==> config.mk <==
export PLATFORM = sky130hd
export DESIGN_NAME = booth_serial_mult_ctrl
export DESIGN_NICKNAME = d
export VERILOG_FILES = /design/src/rtl/booth_serial_mult_ctrl.sv
export SDC_FILE = /design/constraint.sdc
export NUM_CORES = 1
export LEC_CHECK = 0
export BUFFER_PORTS_ARGS = -buffer_cell sky130_fd_sc_hd__buf_2
export CORE_ASPECT_RATIO = 0.5
export CORE_MARGIN = 1.5
export CORE_UTILIZATION = 42
export DETAILED_ROUTE_END_ITERATION = 6
export HOLD_SLACK_MARGIN = 0.1
export PLACE_DENSITY = 0.58
export SLEW_MARGIN = 20
export SYNTH_ARGS = -nofsm -noshare
export SYNTH_HDL_FRONTEND = slang
export SYNTH_SLANG_ARGS = --single-unit
==> constraint.sdc <==
create_clock -name clk -period 6.3 [get_ports clk]
set_input_delay 0.945 -clock clk [delete_from_list [all_inputs] [get_ports clk]]
set_output_delay 0.945 -clock clk [all_outputs]
set_load 0.02 [all_outputs]
==> src/rtl/booth_serial_mult_ctrl.sv <==
// Radix-2 Booth serial multiplier: one recoded digit of B per cycle, with the
// partial product accumulated into a WA+WB-bit result behind a start/done handshake.

module booth_digit_cell #(
  parameter int W = 7
) (
  input  logic [1:0]   enc,
  input  logic [W-1:0] mcand,
  output logic [W-1:0] term
);
  // enc: 00 -> 0, 01 -> +1, 11 -> -1 (10 is never produced)
  always_comb begin
    term = '0;
    case (enc)
      2'b01:   term = mcand;
      2'b11:   term = -mcand;
      default: term = '0;
    endcase
  end
endmodule

module booth_serial_mult_ctrl #(
  parameter int WA = 3,
  parameter int WB = 4
) (
  input  logic             clk,
  input  logic             rst,
  input  logic             start,
  input  logic [WA-1:0]    A,
  input  logic [WB-1:0]    B,
  output logic             busy,
  output logic             done,
  output logic [WA+WB-1:0] prod
);
  localparam int P  = WA + WB;
  localparam int CW = (WB > 1) ? $clog2(WB) : 1;
  localparam logic [CW-1:0] LAST = CW'(WB - 1);

  typedef enum logic [1:0] {IDLE, RUN, DONE} state_t;

  state_t        state;
  logic [P-1:0]  a_sh, acc, term, sum, a_ext;
  logic [WB-1:0] b_sh;
  logic          b_prev;
  logic [CW-1:0] cnt;
  logic [1:0]    enc;

  // A is sign-extended to full width first so that negating the most
  // negative multiplicand cannot overflow.
  assign a_ext = {{WB{A[WA-1]}}, A};

  // Pair (b[i], b[i-1]): 01 -> +1, 10 -> -1, 00/11 -> 0
  assign enc = {b_sh[0] & ~b_prev, b_sh[0] ^ b_prev};

  booth_digit_cell #(.W(P)) u_cell (
    .enc   (enc),
    .mcand (a_sh),
    .term  (term)
  );

  assign sum = acc + term;

  // a_sh carries A << i and b_sh exposes b[i] at bit 0, so no barrel shifter.
  always_ff @(posedge clk) begin
    if (rst) begin
      state  <= IDLE;
      busy   <= 1'b0;
      done   <= 1'b0;
      prod   <= '0;
      acc    <= '0;
      cnt    <= '0;
      a_sh   <= '0;
      b_sh   <= '0;
      b_prev <= 1'b0;
    end else begin
      case (state)
        IDLE, DONE: begin
          done <= 1'b0;
          if (start) begin
            a_sh   <= a_ext;
            b_sh   <= B;
            b_prev <= 1'b0;
            acc    <= '0;
            cnt    <= '0;
            busy   <= 1'b1;
            state  <= RUN;
          end else begin
            busy   <= 1'b0;
            state  <= IDLE;
          end
        end
        RUN: begin
          acc    <= sum;
          a_sh   <= a_sh << 1;
          b_prev <= b_sh[0];
          b_sh   <= b_sh >> 1;
          cnt    <= cnt + CW'(1);
          if (cnt == LAST) begin
            prod  <= sum;
            done  <= 1'b1;
            busy  <= 1'b0;
            state <= DONE;
          end
        end
        default: begin
          busy  <= 1'b0;
          done  <= 1'b0;
          state <= IDLE;
        end
      endcase
    end
  end
endmodule

==> results.toml, run 1 <==
[run_status]
outcome = "finished clean"

[setup_path]
path_delay_family = "adder cells"
crit_path_start_kind = "register"
ff2ff_path_depth = 11
slowest_stage = "ha_1"
slowest_delay_ns = 0.40
cp_cell_sequence = "inv_1 -> ha_1 -> nor3_1 -> ha_1 -> inv_1 -> fa_1 -> nor2b_1 -> o31a_1 -> o21a_1 -> nor4_1 -> a211o_1"
endpoint_kind = "register"
r2r_start = "b_sh[0]"
crit_arrival_ns = 2.99
rr_endpoint = "acc[6]"
cp_num_buf_inv = 2
cp_max_fo = 8
r2r_slack_ns = 3.48
critical_path_class = "register to register"
critical_path_required_ns = 6.48

[die]
die_w_um = 91.95
num_rows = 15
fp.coreArea_um2 = 3603
die_h_um = 47.48
num_io_pins = 19
start_util_pct = 46.11
die_area_um2 = 4365

[final_layout]
final_cell_mix = "dfxtp_1 (31), nor2_1 (30), nand2_1 (23)"
diodes = 0
regArea_um2 = 620.6
nFillCells = 370
area_delta_synth_final_pct = 13.33
layoutNonFillerInstCount = 271
drive_above_1_share_pct = 13.18
layout_commonest_cell = "dfxtp_1"
multi_input_area_um2 = 945.9
nets = 241

[detailed_routing]
viasPerCell = 5.369
wl_mm = 3.860
firstDrtPassIters = 4
drt_iter0_drc = 70
wl_per_cell_um = 14.24
drtAntennaViolNets = 0
vias = 1455
drc = 0

[yosys]
synth_flop_cell = "dfxtp_1"
synth_cell_type_count = 40
ys_ff_latch = 31
yosys_warnings = 0
syn_area_per_cell_um2 = 8.145
syn-num-nets = 225
synthArstFlopShare_pct = 0
ys_seq_area_share_pct = 37.35
synthCells = 204
synth-edff-count = 0
synth_area_um2 = 1662

[sta]
hold_viol = 0
finalWorstSetupSlack_ns = 3.482
finalClockSkew_ns = 0.007066
worst_slew_pin_slew_ns = 0.6074
finalCritPeriodShare_pct = 44.72
finalSetupViolCount = 0
rsz0062_at_grt = "no"
fin_crit_ns = 2.818
slew_headroom_pct = 59.51
fmax_ghz = 0.3549
drv_slew = 0
fin_setup_tns_ns = 0

[clock_network]
root_buffer = "clkbuf_8"
clk_pin_slew_ns = 0.07
numCtsBuffers = 5
cts_tree = "yes"
clk_latency_ns = 0.28
cts_setup_buffers = 0
cts_num_sinks = 31
ctsHoldBuffers = 0
htreeDepth = 2
cts_resized = 0
max-clock-path-buffers = 2

[pwr]
total_power_uw = 465.3
leakagePower_nw = 0.7589
p_per_area_nw_per_um2 = 247.1
irDropWorstVdd_mv = 0.1387

[grt]
grt_pass1_wl_mm = 6.596
grt_antenna_before_repair = 0
grt_pass1_vias = 1316
gr-usage-all-layers_pct = 20.53
grt_overflow = 0
grt_max_degree = 36

[place]
place_ws_ns = 3.518
dp_cells = 264
portBuffers = 18
gp_congestion = 0.8889
dp_hpwl_mm = 2.820

[worst_hold_path]
whs_path_depth = 2
hold_class = "register to register"
worstHoldStart = "prod[4]"
worstHoldEndpoint = "prod[4]"

[job]
maxCapViolCount = 0
## registers in the layout (all words and copies together), names as in the netlist
signal,count
acc,7
cnt,2
b_prev,1
b_sh,4
busy,1
state,1
done,1
prod,7
a_sh,7
## area by class of cell
cell class	instances	share of cell area (%)
timing repair buffer	20	5.581
inverter	12	2.392
tap	51	3.389
multi-input combinational	150	50.23
clock inverter	1	1.595
clock buffer	6	3.854
sequential	31	32.96
## worst register-to-register path, stage by stage (launching register included)
cell	delay, ns
dfxtp_1	0.35
inv_1	0.08
ha_1	0.40
nor3_1	0.29
ha_1	0.23
inv_1	0.06
fa_1	0.39
nor2b_1	0.18
o31a_1	0.17
o21a_1	0.19
nor4_1	0.07
a211o_1	0.31
## metrics by stage
| step | hold WS [ns] | cell area, µm² | utilization (%) |
|---|---|---|---|
| after global routing | 0.4829 | 1883 | 52.26 |
| final | 0.4558 | 1883 | 52.26 |
| after floorplan | 0.4663 | 1662 | - |
| after detailed placement | 0.4452 | 1780 | 49.41 |
| after CTS | 0.4590 | 1883 | 52.26 |
| after global placement | 0.4419 | 1780 | 49.41 |
## worst max-delay path by stage
stage             from  cells after the start  endpoint
2_1_floorplan   b_prev                     12    acc[6]
3_3_place_gp   b_sh[0]                     11    acc[6]
3_5_place_dp   b_sh[0]                     11    acc[6]
4_1_cts        b_sh[0]                     11    acc[6]
5_1_grt         b_prev                     11    acc[5]
6_report       b_sh[0]                     11    acc[6]
## metal layers
metal  wire length [µm]  up-vias  track usage (%)
met5                  0        -                0
met3                299        2            5.873
li1                   -      753                -
met2               1457       32            29.48
met4                 14        0            5.538
met1               2089      668            30.21
## kinds of logic (layout without fill, tap and decap cells)
family | Yosys count | in the layout | synth area share, %
DFF | 31 | 31 | 37.35
buffers and inverters | 23 | 39 | 5.722
adders and majority gates | 11 | 11 | 8.735
and+or+nand+nor | 81 | 81 | 23.80
AOI/OAI and AO/OA | 56 | 56 | 23.34
xor gates and xnor gates | 2 | 2 | 1.054
## cell usage after synthesis, types with 3 or more instances
master / number / area [µm²]
o22ai_1: 4 / 25.02
nand2b_1: 3 / 18.77
a22oi_1: 11 / 82.58
dfxtp_1: 31 / 620.6
nor3_1: 6 / 30.03
o21ai_0: 4 / 20.02
ha_1: 10 / 125.1
a31oi_1: 6 / 37.54
inv_1: 12 / 45.04
a21o_1: 3 / 22.52
a211oi_1: 3 / 22.52
nand2_1: 23 / 86.33
clkbuf_1: 8 / 30.03
nor2_1: 30 / 112.6
a21oi_1: 11 / 55.05
nor2b_1: 3 / 18.77
## report_power, final
part | switching, mW | internal [mW] | total, mW
combinational | 0.0395 | 0.0258 | 0.0653
clock | 0.0723 | 0.116 | 0.188
sequential | 0.00800 | 0.204 | 0.212
Power figures use the tool's default switching activity.
==> inputs of run 2 (changes only) <==
ABC_AREA = 1   (was unset)
clock period = 2.94 ns   (was 6.3 ns; I/O delays follow)
==> run 2 against run 1 <==
Effect of this change:
- sequential power increased by 120%
- maximum frequency increased by 6.3%
- critical endpoint unchanged
- critical path depth increased by 5
- register-to-register slack got worse by 3.2 ns
- largest power group is now the clock network
- wire length decreased by 2.3%
- global-route usage decreased by 1.2 points
==> results.toml, run 2 <==
[final_layout]
diodes = 0
final_cell_mix = "nand2_1 (59), dfxtp_1 (31), inv_1 (30)"
layout_commonest_cell = "nand2_1"
nets = 268
layoutNonFillerInstCount = 299
top_regs = "a_sh (7), acc (7), prod (7)"
post-route-util_pct = 53.37
drive_above_1_share_pct = 14.11
area_delta_synth_final_pct = 16.01

[yosys]
synth_area_um2 = 1649
ys_ff_latch = 31
yosys_warnings = 0
synthArstFlopShare_pct = 0
synth-edff-count = 0
synth_top_area_share_pct = 37.63
synthCells = 227
synth_most_common_cell = "nand2_1"
synth_flop_cell = "dfxtp_1"
syn_area_per_cell_um2 = 7.265
synth_cell_type_count = 31
yosysTopAreaCell = "dfxtp_1"
synth_common_cells = "nand2_1 (59), dfxtp_1 (31), inv_1 (30), a21oi_1 (23)"
synth_area_leaders = "dfxtp_1 (38%), nand2_1 (13%), ha_1 (7.6%)"
syn-num-nets = 248
ys_seq_area_share_pct = 37.63

[sta]
whs_ns = 0.4078
rsz0062_at_grt = "no"
finalCritPeriodShare_pct = 90.15
slew_headroom_pct = 70.79
worst_slew_pin_slew_ns = 0.4381
fin_crit_ns = 2.650
finalSetupViolCount = 0
finalClockSkew_ns = 0.005576
drv_slew = 0
fin_setup_tns_ns = 0
hold_viol = 0
fmax_ghz = 0.3773

[setup_path]
critical_path_class = "register to register"
critical_path_required_ns = 3.15
cp_max_fo = 6
crit_arrival_ns = 2.86
r2r_slack_ns = 0.29
cp-endpoint = "acc[6]"
endpoint_kind = "register"
r2r_start = "b_sh[0]"
ff2ff_path_depth = 16
crit_path_start_kind = "register"
critPathLaunch = "b_sh[0]"
rr_endpoint = "acc[6]"

[grt]
grt_pass1_wl_mm = 6.182
grt_antenna_before_repair = 0
grt_pass1_vias = 1227
grt_overflow = 0
gr-usage-all-layers_pct = 19.34
grt_max_degree = 21

[detailed_routing]
wl_mm = 3.770
firstDrtPassIters = 4
drtAntennaViolNets = 0
drc = 0
vias = 1477
viasPerCell = 4.940
wl_per_cell_um = 12.61
drt_iter0_drc = 70

[clock_network]
numCtsBuffers = 5
max-clock-path-buffers = 2
cts_tree = "yes"
clk_latency_ns = 0.28
ctsHoldBuffers = 0
clk_pin_slew_ns = 0.07
cts_num_sinks = 31
root_buffer = "clkbuf_8"
htreeDepth = 2

[job]
maxCapViolCount = 0

[die]
die_h_um = 47.31
num_io_pins = 19
fp.coreArea_um2 = 3585
num_rows = 15
start_util_pct = 46.00
die_area_um2 = 4334
die_w_um = 91.62

[worst_hold_path]
hold_class = "input port to register"
worstHoldStart = "A[0]"

[pwr]
leakagePower_nw = 0.8832
total_power_mw = 1.113
irDropWorstVdd_mv = 0.2527
p_per_area_nw_per_um2 = 581.7

[place]
dp_cells = 291
portBuffers = 18
dp_hpwl_mm = 2.700
gp_congestion = 0.8357

[run_status]
outcome = "finished clean"
-- run 2: repair_timing --
| action | 4_1_cts | 5_1_grt |
|---|---|---|
| gates resized for setup | 0 | 1 |
| setup endpoints to repair | 0 | 1 |
| hold endpoints to repair | 0 | 0 |
| setup buffers | 0 | 0 |
-- run 2: kinds of logic (layout without fill, tap and decap cells) --
| group | Yosys count | in the layout | synth area share [%] |
|---|---|---|---|
| and+or+nand+nor | 90 | 90 | 23.22 |
| AOI/OAI and AO/OA | 54 | 54 | 18.82 |
| buffers and inverters | 37 | 58 | 8.953 |
| DFF | 31 | 31 | 37.63 |
| adders and majority gates | 11 | 11 | 8.801 |
| xor gates and xnor gates | 4 | 4 | 2.580 |
-- run 2: cell type report --
class	instances	area (µm²)
fillers	365	1672
multi-input cells	159	885.9
flip-flops and latches	31	620.6
inverters	32	120.1
repair buffers	18	90.09
clock buffers	6	72.57
well taps	51	63.81
clock inverters	2	60.06
-- run 2: routing by layer --
| layer | track usage (%) | vias to the layer above | wire length (µm) |
|---|---|---|---|
| li1 | - | 779 | - |
| met1 | 30.21 | 655 | 2124 |
| met2 | 24.78 | 38 | 1358 |
| met3 | 4.854 | 5 | 251 |
| met4 | 6.563 | 0 | 36 |
| met5 | 0 | - | 0 |
-- run 2: worst max-delay path, stage by stage (launching register included) --
cell      delay, ns
dfxtp_1        0.31
inv_1          0.12
ha_1           0.29
inv_1          0.10
a211oi_2       0.31
ha_1           0.26
inv_1          0.06
fa_1           0.41
inv_1          0.09
nand3_1        0.10
nand3_1        0.08
nand2_1        0.05
nand2_1        0.07
inv_1          0.04
nand2_1        0.06
nand3_1        0.06
a21oi_1        0.16
-- run 2: through the flow --
stage	cell area [µm²]	setup slack (ns)
2_1_floorplan	1649	0.7420
3_3_place_gp	1775	0.2111
3_5_place_dp	1775	0.2402
4_1_cts	1908	0.2053
5_1_grt	1913	0.08750
6_report	1913	0.2896
-- run 2: power by group --
group	switching [mW]	total, mW	leakage (nW)	internal, mW
Sequential	0.0169	0.458	0.252	0.441
Combinational	0.107	0.155	0.565	0.0483
Clock	0.161	0.500	0.0654	0.339
Total	0.285	1.11	0.883	0.828
-- run 2: worst min-delay path by stage --
stage | end | depth (start not counted)
final | a_sh[0] | 3
after CTS | a_sh[0] | 3
after global placement | prod[2] | 2
after floorplan | cnt[0] | 1
after global routing | b_sh[3] | 3
after detailed placement | cnt[0] | 1
==> inputs of run 3 (changes only) <==
ABC_AREA = unset   (was 1)
==> run 3 against run 2 <==
Effect of this change:
- flip-flop and latch count unchanged
- combinational power decreased by 6%
- highest routed layer unchanged
- final cell count decreased by 8.7%
==> results.toml, run 3 (synthesis gave the netlist of run 1 again) <==
[run_status]
outcome = "finished clean"

[sta]
hold_viol = 0
fin_crit_ns = 2.729
fmax_ghz = 0.3664
finalSetupViolCount = 0
whs_ns = 0.4162
finalClockSkew_ns = 0.009086
finalCritPeriodShare_pct = 92.83
slew_headroom_pct = 58.22
drv_slew = 0
worst_slew_pin_slew_ns = 0.6267

[job]
maxCapViolCount = 0

[clock_network]
max-clock-path-buffers = 2
clk_pin_slew_ns = 0.08
cts_tree = "yes"
htreeDepth = 2
ctsHoldBuffers = 0
cts_num_sinks = 31
root_buffer = "clkbuf_8"
numCtsBuffers = 5
clk_latency_ns = 0.28

[grt]
grt_pass1_wl_mm = 6.492
grt_antenna_before_repair = 0
grt_max_degree = 36
grt_pass1_vias = 1307
grt_overflow = 0
gr-usage-all-layers_pct = 20.47

[die]
die_h_um = 47.48
start_util_pct = 46.11
die_w_um = 91.95
num_rows = 15
fp.coreArea_um2 = 3603
die_area_um2 = 4365
num_io_pins = 19

[place]
dpl-instance-area_um2 = 1788
portBuffers = 18
gp_congestion = 0.8692
dp_hpwl_mm = 2.826

[final_layout]
drive_above_1_share_pct = 15.77
top_regs = "a_sh (7), acc (7), prod (7)"
fin_area_um2 = 1914
area_delta_synth_final_pct = 15.21
diodes = 0
post-route-util_pct = 53.13
layout_commonest_cell = "dfxtp_1"
nFillCells = 347
nets = 242
final_cell_mix = "dfxtp_1 (31), nor2_1 (30), nand2_1 (23)"

[detailed_routing]
vias = 1488
drt_iter0_drc = 65
route.met3.wl_um = 288
firstDrtPassIters = 4
drc = 0
wl_mm = 3.959
viasPerCell = 5.451
drtAntennaViolNets = 0
route.met2.wl_mm = 1.507
top_layer_used = "met4"
wl_per_cell_um = 14.50
wl_met1_mm = 2.149

[pwr]
irDropWorstVdd_mv = 0.2460
leakagePower_nw = 0.7705
p_per_area_nw_per_um2 = 536.1
total_power_mw = 1.026

[setup_path]
endpoint_kind = "register"
r2r_slack_ns = 0.21
crit_path_start_kind = "register"
critical_path_class = "register to register"
critical_path_required_ns = 3.09
crit_arrival_ns = 2.88
cp_max_fo = 9

[worst_hold_path]
hold_class = "input port to register"
## run 3: area by class of cell
cell class,count,area [µm²],area share (%)
inverters,12,45.04,2.353
clock inverters,3,43.79,2.288
repair buffers,21,112.6,5.882
flip-flops and latches,31,620.6,32.42
well taps,51,63.81,3.333
multi-input cells,150,959.7,50.13
clock buffers,5,68.82,3.595
## run 3: path summary, 6_finish.rpt
check        startpoint      end  cells after the start
max              b_prev  prod[5]                     11
min                B[3]  b_sh[3]                      3
max reg2reg      b_prev  prod[5]                     11
min reg2reg     prod[4]  prod[4]                      2
## run 3: per-stage QoR
stage,worst slack (ns),std cells,setup TNS [ns]
after floorplan,0.4063,204,0
after global placement,0.1743,265,0
after detailed placement,0.1635,265,0
after CTS,0.1119,273,0
after global routing,-0.001238,273,-0.001238
final,0.2109,273,0
## run 3: timing repair
| item | in CTS | in global routing |
|---|---|---|
| gates resized for setup | 0 | 3 |
| buffers inserted | 0 | 0 |
| setup endpoints to repair | 0 | 4 |
## run 3: routing by layer
metal / global-route usage, % / vias up
met2: 28.89 / 37
met3: 5.873 / 2
met1: 30.37 / 689
met5: 0 / -
li1: - / 760
met4: 5.846 / 0
## run 3: power breakdown
group	leakage (nW)	internal [mW]	total, mW	switching [mW]
registers	0.252	0.437	0.454	0.0173
clock network	0.0581	0.252	0.427	0.175
logic	0.460	0.0583	0.146	0.0873
## run 3: worst max-delay path, stage by stage, from the launching register on
cell      delay, ns
dfxtp_1        0.33
inv_1          0.06
ha_1           0.31
inv_1          0.14
or3_1          0.35
a21oi_1        0.25
ha_1           0.33
nor3b_1        0.16
a31oi_1        0.15
o21ai_0        0.12
a311oi_2       0.29
o31ai_1        0.10
